$ cat src/rtl/ws2812_pkg.sv
// Shared constants and FSM state type for the WS2812B frame path.
// Used by the pROM frame fetcher and the bit serializer.
package ws2812_pkg;
    localparam int BYTES_PER_LED = 3;
    localparam int NUM_LEDS      = 64;
    localparam int FRAME_BYTES   = NUM_LEDS * BYTES_PER_LED;
    localparam int NUM_FRAMES    = 10;
    localparam int FRAME_BASE    = 0;

    typedef enum logic [1:0] {
        IDLE,
        FETCH,
        DRAIN
    } fetch_state_e;
endpackage

$ cat src/rtl/byte_fifo2.sv
// Two-entry FIFO carrying a stream byte plus its last-of-frame tag.
// Push while full is accepted only together with a pop.
module byte_fifo2 #(
    parameter int W = 9
) (
    input  logic         clk,
    input  logic         reset,
    input  logic         push,
    input  logic [W-1:0] push_data,
    input  logic         pop,
    output logic [W-1:0] head,
    output logic [1:0]   count,
    output logic         empty,
    output logic         full
);
    logic [W-1:0] mem [2];
    logic         wr_ptr;
    logic         rd_ptr;
    logic         do_push;
    logic         do_pop;

    assign empty   = (count == 2'd0);
    assign full    = (count == 2'd2);
    assign do_pop  = pop && !empty;
    assign do_push = push && (!full || do_pop);
    assign head    = mem[rd_ptr];

    always_ff @(posedge clk) begin
        if (reset) begin
            wr_ptr <= 1'b0;
            rd_ptr <= 1'b0;
            count  <= 2'd0;
        end else begin
            if (do_push) wr_ptr <= ~wr_ptr;
            if (do_pop)  rd_ptr <= ~rd_ptr;
            count <= count + 2'(do_push) - 2'(do_pop);
        end
    end

    always_ff @(posedge clk) begin
        if (do_push) mem[wr_ptr] <= push_data;
    end
endmodule

$ cat src/rtl/prom_frame_fetcher.sv
// Streams stored GRB frames from the pattern pROM to the serializer,
// hiding the ROM's one-cycle read latency behind a 2-entry buffer.
module prom_frame_fetcher #(
    parameter int ADDR_W     = 11,
    parameter int DATA_W     = 8,
    parameter int NUM_LEDS   = ws2812_pkg::NUM_LEDS,
    parameter int NUM_FRAMES = ws2812_pkg::NUM_FRAMES,
    parameter int FRAME_BASE = ws2812_pkg::FRAME_BASE,
    parameter int IDX_W      = (NUM_FRAMES > 1) ? $clog2(NUM_FRAMES) : 1
) (
    input  logic              clk,
    input  logic              reset,
    input  logic              start,
    output logic              prom_ce,
    output logic              prom_oce,
    output logic [ADDR_W-1:0] prom_ad,
    input  logic [DATA_W-1:0] prom_dout,
    output logic [DATA_W-1:0] byte_data,
    output logic              byte_valid,
    input  logic              byte_ready,
    output logic              byte_last,
    output logic              busy,
    output logic              frame_done,
    output logic [IDX_W-1:0]  frame_idx
);
    import ws2812_pkg::*;

    localparam int FB    = NUM_LEDS * BYTES_PER_LED;
    localparam int CNT_W = $clog2(FB + 1);
    localparam logic [CNT_W-1:0]  FB_C    = CNT_W'(FB);
    localparam logic [CNT_W-1:0]  LAST_C  = CNT_W'(FB - 1);
    localparam logic [ADDR_W-1:0] BASE_C  = ADDR_W'(FRAME_BASE);
    localparam logic [ADDR_W-1:0] STEP_C  = ADDR_W'(FB);
    localparam logic [IDX_W-1:0]  IDX_MAX = IDX_W'(NUM_FRAMES - 1);

    if (FRAME_BASE + NUM_FRAMES * FB > (1 << ADDR_W)) begin : g_rom_overflow
        $error("frame table does not fit in the ROM address space");
    end

    fetch_state_e      state_q, state_d;
    logic [CNT_W-1:0]  cnt_q, cnt_d;
    logic [ADDR_W-1:0] addr_q, addr_d;
    logic [ADDR_W-1:0] base_q, base_d;
    logic [IDX_W-1:0]  idx_q, idx_d;
    logic              pending_q, pend_last_q;
    logic              pend_last_d;
    logic              done_d;
    logic              issue;
    logic              pop;
    logic [2:0]        occ;
    logic [1:0]        fifo_count;
    logic              fifo_empty;
    logic              fifo_full;
    logic [DATA_W:0]   fifo_head;

    byte_fifo2 #(.W(DATA_W + 1)) u_fifo (
        .clk       (clk),
        .reset     (reset),
        .push      (pending_q),
        .push_data ({pend_last_q, prom_dout}),
        .pop       (pop),
        .head      (fifo_head),
        .count     (fifo_count),
        .empty     (fifo_empty),
        .full      (fifo_full)
    );

    assign byte_valid = !fifo_empty;
    assign byte_data  = fifo_head[DATA_W-1:0];
    assign byte_last  = fifo_head[DATA_W];
    assign pop        = byte_valid && byte_ready;
    // Occupancy after this edge, counting the read already in flight.
    assign occ        = {1'b0, fifo_count} - {2'b0, pop} + {2'b0, pending_q};
    assign issue      = (state_q == FETCH) && (cnt_q < FB_C) && (occ < 3'd2);
    assign prom_ce    = issue;
    assign prom_oce   = 1'b1;
    assign prom_ad    = addr_q;
    assign busy       = (state_q != IDLE);
    assign frame_idx  = idx_q;

    always_comb begin
        state_d     = state_q;
        cnt_d       = cnt_q;
        addr_d      = addr_q;
        base_d      = base_q;
        idx_d       = idx_q;
        done_d      = 1'b0;
        pend_last_d = issue && (cnt_q == LAST_C);
        unique case (state_q)
            IDLE: begin
                if (start) begin
                    state_d = FETCH;
                    cnt_d   = '0;
                    addr_d  = base_q;
                end
            end
            FETCH: begin
                if (issue) begin
                    cnt_d  = cnt_q + 1'b1;
                    addr_d = addr_q + 1'b1;
                    if (cnt_q == LAST_C) state_d = DRAIN;
                end
            end
            DRAIN: begin
                if (pop && byte_last) begin
                    state_d = IDLE;
                    done_d  = 1'b1;
                    if (idx_q == IDX_MAX) begin
                        idx_d  = '0;
                        base_d = BASE_C;
                    end else begin
                        idx_d  = idx_q + 1'b1;
                        base_d = base_q + STEP_C;
                    end
                end
            end
            default: state_d = IDLE;
        endcase
    end

    always_ff @(posedge clk) begin
        if (reset) begin
            state_q     <= IDLE;
            cnt_q       <= '0;
            addr_q      <= BASE_C;
            base_q      <= BASE_C;
            idx_q       <= '0;
            pending_q   <= 1'b0;
            pend_last_q <= 1'b0;
            frame_done  <= 1'b0;
        end else begin
            state_q     <= state_d;
            cnt_q       <= cnt_d;
            addr_q      <= addr_d;
            base_q      <= base_d;
            idx_q       <= idx_d;
            pending_q   <= issue;
            pend_last_q <= pend_last_d;
            frame_done  <= done_d;
        end
    end
endmodule

$ cat config.mk
export PLATFORM = sky130hd
export DESIGN_NAME = prom_frame_fetcher
export DESIGN_NICKNAME = d
export VERILOG_FILES = /design/src/rtl/ws2812_pkg.sv /design/src/rtl/byte_fifo2.sv /design/src/rtl/prom_frame_fetcher.sv
export SDC_FILE = /design/constraint.sdc
export NUM_CORES = 1
export LEC_CHECK = 0
export CAP_MARGIN = 20
export CORE_MARGIN = 1.5
export CORE_UTILIZATION = 53
export DETAILED_ROUTE_END_ITERATION = 6
export PLACE_DENSITY = 0.89
export RECOVER_POWER = 100
export SLEW_MARGIN = 30
export SYNTH_ARGS = -nofsm -noshare
export SYNTH_HDL_FRONTEND = slang
export SYNTH_SLANG_ARGS = --single-unit
$ cat constraint.sdc
create_clock -name clk -period 3.5 [get_ports clk]
set_input_delay 0.35 -clock clk [delete_from_list [all_inputs] [get_ports clk]]
set_output_delay 0.35 -clock clk [all_outputs]
set_load 0.03 [all_outputs]
==> results of run 1 <==
-- stage by stage --
step           setup slack [ps]  instance area [µm²]  instances
6_report                  318.0                 3052        348
5_1_grt                   142.0                 3052        348
4_1_cts                   388.7                 3083        348
3_5_place_dp              267.7                 2989        340
3_3_place_gp              358.6                 2989        340
2_1_floorplan             608.6                 2536        251
-- worst max-delay path by stage --
stage | startpoint | endpoint | cells after the start
final | u_fifo.count[1]$_SDFF_PP0_ | prom_ce | 9
after global routing | u_fifo.count[1]$_SDFF_PP0_ | prom_ce | 9
after CTS | byte_ready | prom_ce | 10
after detailed placement | byte_ready | cnt_q[6]$_SDFFE_PP0P_ | 11
after global placement | byte_ready | cnt_q[4]$_SDFFE_PP0P_ | 11
after floorplan | u_fifo.count[1]$_SDFF_PP0_ | prom_ad[5]$_SDFFE_PP0P_ | 9
-- state kept, by name, summed over array words and instances (netlist names), named ones only --
signal,cells
u_fifo.mem,18
prom_ad,11
cnt_q,8
base_q,5
frame_idx,4
state_q,2
u_fifo.count,2
frame_done,1
pend_last_q,1
pending_q,1
u_fifo.rd_ptr,1
u_fifo.wr_ptr,1
-- power by group through the flow --
stage | clock network (mW) | registers (mW) | logic [mW]
2_1_floorplan | 0 | 0.766 | 0.377
3_3_place_gp | 0 | 0.775 | 0.534
3_5_place_dp | 0 | 0.778 | 0.548
4_1_cts | 0.375 | 0.764 | 0.557
5_1_grt | 0.401 | 0.770 | 0.558
6_report | 0.369 | 0.762 | 0.509
-- Yosys cell counts, drive strengths merged, types with 2 or more instances --
library cell	instances	area (µm²)
nor4	8	50.05
dfxtp	38	760.7
or3	9	56.30
a21oi	20	100.1
nand3	9	45.04
mux2i	2	20.02
o31ai	3	27.52
nor2b	6	37.54
o31a	2	17.52
buf	6	37.53
nand2b	4	25.02
o21ai	16	80.07
mux2	10	112.6
nand2	14	52.55
or4	4	30.03
ha	6	75.07
nand4	2	12.51
edfxtp	18	540.5
and2	2	12.51
nor3	4	25.02
nand3b	3	22.52
a22oi	2	15.01
o21a	2	15.01
inv	12	45.04
nor2	21	78.83
xnor2	11	96.34
clkbuf	2	7.510
-- final cells by class --
cell class | instances | area, µm² | area share
sequential | 56 | 1301 | 0.4264
multi-input combinational | 175 | 1135 | 0.3719
timing repair buffer | 45 | 411.6 | 0.1349
clock buffer | 5 | 68.82 | 0.02255
tap | 52 | 65.06 | 0.02132
inverter | 12 | 45.04 | 0.01476
clock inverter | 3 | 25.02 | 0.008200
-- layout by cell type (no fill, tap or decap), types with 2 or more instances in the layout --
cell,count
edfxtp_1,18
or3_1,9
nand2b_1,4
clkbuf_8,5
nand4_1,2
a21oi_1,20
o21ai_0,16
xnor2_1,11
o31a_1,2
ha_1,6
mux2i_1,2
or4_1,4
nand2_1,14
nor4_1,8
a22oi_1,2
inv_1,12
o31ai_1,3
mux2_2,10
clkbuf_1,5
dlygate4sd3_1,35
nor2b_1,6
nor2_1,21
inv_6,2
nand3_1,9
dfxtp_1,38
clkdlybuf4s50_1,3
nor3_1,4
o21a_1,2
nand3b_1,3
-- cell families (layout without fill, tap and decap cells) --
| kind of cell | after synthesis | in the layout |
|---|---|---|
| compound gates | 52 | 52 |
| other cells | 1 | 1 |
| flops | 56 | 56 |
| buf+inv | 20 | 65 |
| fa+ha+maj | 7 | 7 |
| xor+xnor | 12 | 12 |
| mux | 12 | 12 |
| simple gates | 91 | 91 |
-- per-layer routing --
metal | GRT usage | wire (µm)
met5 | 0 | 0
met3 | 0.05417 | 229
met1 | 0.2455 | 2137
met2 | 0.3488 | 2567
met4 | 0.07338 | 54
==> run_results.csv, run 1 <==
group,metric,value,unit
worst_setup_path,crit_chain,"o21ai_0 > inv_1 > ha_1 > nand2b_1 > fa_1 > a21bo_1 > or3_1 > inv_1 > clkbuf_2",
power,power,1.639,mW
synth,synth_mux_area_frac,0.05229,
layout,nFillCells,354,
synth,ys.flop_type,"dfxtp_1",
flow_run,drv_cap,0,
placement,gp_congestion,0.8287,
timing,timing.hold.ws,442.9,ps
worst_setup_path,ff2ff_setup_slack,440,ps
synth,synth-xor-area-share,0.04144,
power,combPwrFrac,0.311,
status,status,"finished, final reports clean",
min_path,min_path_type,"reg -> reg",
min_path,hold_depth,0,
routing,wire_per_inst,14.34,µm
die,start_util,0.5668,
synth,syn-num-nets,270,
grt,grt.total_usage,0.2028,
synth,ys_seq_area_frac,0.5131,
layout,utilization,0.6820,
timing,hold_viol,0,
cts,cts_root_buf,"clkbuf_8",
synth,async_reset_ff_frac,0,
routing,wirelength,4989,µm
power,vdd_drop_max,0.2903,mV
cts,clkLatencyLatePin,320,ps
routing,ant_nets,0,
cts,cts_buffers,5,
synth,synth_edf_count,18,
synth,syn_area_per_cell,10.10,µm²
die,dieArea,0.005209,mm²
worst_setup_path,crit_family,"adder cells",
timing,fmax,314.3,MHz
power,total_leakage_power,1.104,nW
power,power_frac_seq,0.465,
cts,path_clk_slew,110,ps
routing,vias,2003,
synth,synth_top_family_by_area,"simple AND/OR/NAND/NOR gates",
synth,synth_area,0.002536,mm²
grt,grt_pass1_vias,1833,
cts,cts_tree,"done",
timing,relSlewSlack,0.4810,
timing,fin_skew,5.920,ps
worst_setup_path,worstSetupEndpointType,"output pin",
power,swShare,0.3485,
synth,synthAdderAreaFrac,0.03749,
worst_setup_path,r2r-start,"u_fifo.count[1]$_SDFF_PP0_",
layout,antennaDiodeCount,0,
die,die_y,72.18,µm
die,core_region_area,0.004474,mm²
routing,via_per_inst,5.756,
synth,synth-simple-area-share,0.1929,
worst_setup_path,reg2regPathDepth,10,
routing,drtPass1Iterations,4,
routing,drc,0,
cts,h-tree-depth,2,
layout,fin_nets,314,
grt,overflow,0,
worst_setup_path,crit_top_cell,"inv_1",
synth,synth-compound-area-share,0.1258,
worst_setup_path,cp-start-kind,"flop",
layout,layout-drive-gt1-share,0.07432,
timing,min_period_over_period,0.9092,
power,p_sw,0.5713,mW
cts,cts_hold_buf,0,
timing,rsz0062_at_grt,"false",
cts,post_cts_resized,0,
die,die_x,72.18,µm
cts,clockBufferDepth,2,
placement,dpl.hpwl,3524,µm
routing,drt-initial-drc-count,154,
grt,grt_pass1_wl,8155,µm
power,power_density,537.2,mW/mm²
synth,yosysWarnings,0,
worst_setup_path,crit_buf_inv,3,
layout,synthToLayoutAreaGrowth,20.33,%
die,num_rows,24,
worst_setup_path,cp.required,3150,ps
worst_setup_path,reg2reg_to,"cnt_q[6]$_SDFFE_PP0P_",
worst_setup_path,worst-setup-path-type,"reg -> out",
cts,post_cts_buffers,0,
synth,ys_seq_elements,56,
die,io_pins,41,
synth,synthDistinctLibCells,48,
timing,tightest_slew,776.9,ps
timing,final.setup.tns,0,ps
worst_setup_path,cp_max_fo,5,
placement,numPortBuffers,39,
timing,finalSetupViolations,0,
worst_setup_path,slowest_delay,500,ps
min_path,hp-start,"pend_last_q$_SDFF_PP0_",
power,intPower,1.068,mW
worst_setup_path,arrival,2830,ps
worst_setup_path,crit_slowest_cell,"fa_1",
min_path,min_to,"u_fifo.mem[1][8]$_DFFE_PP_",
grt,grt_max_degree,25,
timing,min_period,3182,ps
timing,slew_viol_final,0,
power,p_clk_frac,0.225,
synth,syn_inst,251,
grt,antenna_found_initial,0,
cts,cts.sinks,56,
No activity file was read; power rests on OpenSTA's default activity.
==> run 2, diff against run 1 <==
- CORE_UTILIZATION: 53 -> 37
- CTS_BUF_LIST: unset -> sky130_fd_sc_hd__clkbuf_8 sky130_fd_sc_hd__clkbuf_16
- PLACE_DENSITY: 0.89 -> 0.69
- REMOVE_ABC_BUFFERS: unset -> 1
==> run 2 against run 1 <==
  * Global-route usage fell by 6.0 points
  * Highest routed layer unchanged
  * Final cell count up 7.2%
  * Flip-flop and latch count stayed put
  * First-iteration DRC count decreased by 50%
  * Fmax is 1.1% lower
  * Wire length shrank 0.70%
  * Sequential share of layout area down 0.52 points
  * Largest power group unchanged
  * Critical path type is now in -> out
==> run_results.csv, run 2 (same netlist as run 1, synthesis figures left out) <==
group,metric,value,unit
cts,cts_tree,"done",
worst_setup_path,reg2reg_to,"prom_ad[4]$_SDFFE_PP0P_",
worst_setup_path,r2r-start,"u_fifo.count[1]$_SDFF_PP0_",
placement,numPortBuffers,39,
worst_setup_path,crit_slowest_cell,"dlygate4sd3_1",
die,die_x,85.79,µm
timing,min_period,3219,ps
worst_setup_path,cp-start-kind,"input pin",
timing,fmax,310.7,MHz
cts,post_cts_buffers,0,
worst_setup_path,crit_start,"byte_ready",
min_path,min_to,"u_fifo.mem[0][8]$_DFFE_PP_",
worst_setup_path,slowest_delay,560,ps
die,start_util,0.3905,
placement,dp_slack,284.5,ps
routing,drc,0,
timing,finalSetupViolations,0,
power,power_density,529.9,mW/mm²
routing,vias,1936,
worst_setup_path,worstSetupEndpointType,"output pin",
worst_setup_path,ff2ff_setup_slack,500,ps
die,dieArea,0.007360,mm²
placement,dp.cells,365,
worst_setup_path,crit_top_cell,"inv_1",
worst_setup_path,cp_max_fo,5,
timing,hold_viol,0,
min_path,min_path_type,"reg -> reg",
layout,multi_input_area,0.001135,mm²
routing,drt-initial-drc-count,77,
die,die_y,85.79,µm
cts,clkLatencyLatePin,310,ps
worst_setup_path,arrival,2870,ps
layout,top_register,"u_fifo.mem",
timing,relSlewSlack,0.4745,
worst_setup_path,reg2regPathDepth,10,
layout,fin_cells,373,
worst_setup_path,crit_family,"buffers and inverters",
layout,layout-drive-gt1-share,0.07770,
grt,grt_max_degree,25,
grt,grt_pass1_wl,8355,µm
layout,utilization,0.4756,
timing,worst_slack,281.0,ps
grt,grt_pass1_vias,1829,
cts,cts.sinks,56,
worst_setup_path,crit_cells,10,
layout,largest_reg_flops,18,
layout,antennaDiodeCount,0,
layout,nFillCells,620,
routing,wire_per_inst,13.28,µm
cts,cts_hold_buf,0,
power,power,1.637,mW
timing,final.setup.tns,0,ps
worst_setup_path,crit_chain,"dlygate4sd3_1 > o21ai_0 > inv_1 > ha_1 > nand2b_1 > fa_1 > a21bo_1 > or3_1 > inv_1 > buf_4",
cts,cts_buffers,5,
cts,h-tree-depth,2,
power,vdd_drop_max,0.1996,mV
layout,mostFrequentLayoutCells,"dfxtp_1 (38), dlygate4sd3_1 (36), nor2_1 (21)",
layout,fin_nets,314,
timing,rsz0062_at_grt,"false",
layout,regArea,0.001301,mm²
cts,post_cts_resized,0,
timing,min_period_over_period,0.9197,
routing,wirelength,4954,µm
timing,fin_skew,7.479,ps
grt,overflow,0,
layout,layout_commonest_cell,"dfxtp_1",
cts,path_clk_slew,100,ps
status,status,"finished, final reports clean",
timing,slew_viol_final,0,
min_path,hp-start,"pend_last_q$_SDFF_PP0_",
cts,clockBufferDepth,2,
placement,dpl.hpwl,3530,µm
placement,gp_congestion,0.8775,
die,num_rows,29,
grt,antenna_found_initial,0,
timing,tightest_slew,786.6,ps
layout,synthToLayoutAreaGrowth,21.81,%
worst_setup_path,worst-setup-path-type,"in -> out",
grt,grt.total_usage,0.1424,
cts,cts_root_buf,"clkbuf_8",
worst_setup_path,crit_buf_inv,4,
min_path,hold_depth,0,
routing,drtPass1Iterations,4,
power,total_leakage_power,1.109,nW
flow_run,drv_cap,0,
die,io_pins,41,
die,core_region_area,0.006495,mm²
routing,via_per_inst,5.190,
worst_setup_path,cp.required,3150,ps
routing,ant_nets,0,
[run 2: where the power goes]
group	total [mW]	switching, mW	internal, mW
Clock	0.367	0.221	0.146
Combinational	0.509	0.305	0.204
Sequential	0.761	0.0398	0.721
Total	1.64	0.566	1.07
[run 2: layer usage]
layer / track usage / wire, µm / share of wire / vias to the layer above
met5: 0 / 0 / 0 / -
met4: 0.07038 / 104 / 0.021 / 0
met3: 0.02887 / 189 / 0.038 / 7
met2: 0.2248 / 2246 / 0.45 / 41
met1: 0.1864 / 2413 / 0.49 / 898
li1: - / - / - / 990
[run 2: worst max-delay path by stage]
stage	endpoint	slack, ps
after global placement	prom_ad[4]$_SDFFE_PP0P_	370
after global routing	prom_ce	180
final	prom_ce	280
after CTS	prom_ce	400
after detailed placement	prom_ad[4]$_SDFFE_PP0P_	280
after floorplan	prom_ad[5]$_SDFFE_PP0P_	440
[run 2: metrics by stage]
step / hold slack (ps) / cell area (µm²)
4_1_cts: 445.8 / 3114
5_1_grt: 474.7 / 3089
6_report: 439.8 / 3089
2_1_floorplan: 403.7 / 2491
3_5_place_dp: 420.2 / 3020
3_3_place_gp: 411.5 / 3020
[run 2: layout make-up]
| type | instances | area share |
|---|---|---|
| inverters | 12 | 0.01458 |
| clock inverters | 3 | 0.008100 |
| clock buffers | 5 | 0.02228 |
| repair buffers | 45 | 0.1353 |
| flip-flops and latches | 56 | 0.4212 |
| multi-input cells | 175 | 0.3674 |
| well taps | 77 | 0.03119 |
==> run 3, diff against run 2 <==
- CORE_ASPECT_RATIO: unset -> 0.75
- MAX_ROUTING_LAYER: unset -> met4
==> run 3 against run 2 <==
  * Global-route usage increased by 0.80 points
  * Design area increased by 0.89%
  * Clock skew decreased by 4.5 ps
  * Fmax increased by 1.7%
  * Worst hold slack got worse by 3.0 ps
  * Via count increased by 0.31%
  * Register-to-register slack got worse by 80 ps
  * First-iteration DRC count decreased by 6.5%
  * Largest power group unchanged
==> run_results.csv, run 3 (same netlist as run 1, synthesis figures left out) <==
group,metric,value,unit
worst_setup_path,worst-setup-path-type,"reg -> out",
cts,post_cts_buffers,0,
die,dieArea,0.007365,mm²
grt,overflow,0,
grt,grt_max_degree,25,
die,io_pins,41,
grt,grt_pass1_vias,1839,
timing,rsz0062_at_grt,"false",
min_path,min_path_type,"reg -> reg",
layout,top_register,"u_fifo.mem",
cts,cts.sinks,56,
layout,largest_reg_flops,18,
die,num_rows,25,
cts,path_clk_slew,90,ps
worst_setup_path,cp_max_fo,5,
timing,tightest_slew,821.9,ps
grt,antenna_found_initial,0,
layout,layout_commonest_cell,"dfxtp_1",
placement,numPortBuffers,39,
die,die_x,98.60,µm
timing,relSlewSlack,0.4510,
timing,fmax,315.8,MHz
timing,worst_slack,333.8,ps
timing,hold_viol,0,
cts,cts_root_buf,"clkbuf_8",
cts,cts_buffers,5,
worst_setup_path,crit_buf_inv,3,
timing,fin_skew,3.010,ps
die,start_util,0.3917,
routing,vias,1942,
die,core_region_area,0.006475,mm²
power,total_leakage_power,1.126,nW
die,die_y,74.70,µm
flow_run,drv_cap,0,
cts,clockBufferDepth,2,
routing,ant_nets,0,
worst_setup_path,crit_top_cell,"inv_1",
status,status,"finished, final reports clean",
routing,wire_per_inst,13.25,µm
worst_setup_path,arrival,2820,ps
grt,grt_pass1_wl,8562,µm
routing,drc,0,
timing,final.setup.tns,0,ps
layout,mostFrequentLayoutCells,"dfxtp_1 (38), dlygate4sd3_1 (35), nor2_1 (21)",
layout,synthToLayoutAreaGrowth,22.89,%
cts,post_cts_resized,0,
timing,finalSetupViolations,0,
worst_setup_path,worstSetupEndpointType,"output pin",
routing,via_per_inst,5.165,
routing,wirelength,4982,µm
power,vdd_drop_max,0.2625,mV
worst_setup_path,cp-start-kind,"flop",
worst_setup_path,slowest_delay,480,ps
worst_setup_path,crit_family,"adder cells",
worst_setup_path,cp.required,3150,ps
worst_setup_path,crit_slowest_cell,"fa_1",
power,power_density,544.2,mW/mm²
placement,dpl.hpwl,3547,µm
grt,grt.total_usage,0.1505,
timing,min_period,3166,ps
cts,clkLatencyLatePin,300,ps
placement,dp_slack,198.8,ps
layout,antennaDiodeCount,0,
cts,h-tree-depth,2,
timing,slew_viol_final,0,
cts,cts_tree,"done",
routing,drt-initial-drc-count,72,
worst_setup_path,crit_chain,"o21ai_0 > inv_1 > ha_1 > nand2b_1 > fa_1 > a21bo_1 > or3_1 > inv_1 > buf_4",
cts,cts_hold_buf,0,
routing,drtPass1Iterations,6,
layout,fin_nets,313,
placement,gp_congestion,0.7743,
layout,layout-drive-gt1-share,0.07458,
timing,min_period_over_period,0.9046,
==> run 3: changes by cell type in the layout (fill, tap and decap cells not counted), sizes merged <==
cell,delta
clkinvlp,-1
inv,-1
clkinv,+1
clkdlybuf4s50,+1
bufinv,+1
dlygate4sd3,-1
clkbuf,-1
==> run 3: power breakdown <==
group          switching, mW  leakage (nW)  internal (mW)
combinational          0.308         0.594          0.216
clock                  0.200        0.0593          0.210
sequential            0.0412         0.473          0.721
total                  0.549          1.13           1.15
==> run 3: cell type report <==
class                      count  area [µm²]
clock buffer                   5       68.82
sequential                    56        1301
tap                           81       101.3
multi-input combinational    175        1135
timing repair buffer          44       426.7
inverter                      12       45.04
clock inverter                 3       38.79
fill                         605        3358
==> run 3: worst paths after layout <==
| check | startpoint | endpoint | slack [ps] | cells past startpoint |
|---|---|---|---|---|
| setup / recovery | u_fifo.count[1]$_SDFF_PP0_ | prom_ce | 330 | 9 |
| hold / removal | pend_last_q$_SDFF_PP0_ | u_fifo.mem[0][8]$_DFFE_PP_ | 440 | 0 |
| setup reg to reg | u_fifo.count[1]$_SDFF_PP0_ | prom_ad[5]$_SDFFE_PP0P_ | 420 | 10 |
| hold reg to reg | pend_last_q$_SDFF_PP0_ | u_fifo.mem[0][8]$_DFFE_PP_ | 440 | 0 |
==> run 3: through the flow <==
stage	hold WS, ps	cells	util	area, µm²	power [mW]
2_1_floorplan	403.7	243	-	2491	1.127
3_3_place_gp	408.5	368	0.4680	3030	1.328
3_5_place_dp	412.0	368	0.4680	3030	1.338
4_1_cts	435.7	376	0.4846	3138	1.753
5_1_grt	448.0	376	0.4814	3117	1.799
6_report	436.8	376	0.4814	3117	1.696
==> run 3: per-layer routing <==
layer  GRT usage  part of all wire  wire [µm]
met3     0.02693             0.025        124
met5           -                 0          0
met2      0.2284              0.43       2144
met4     0.04762             0.012         61
met1      0.2069              0.53       2650
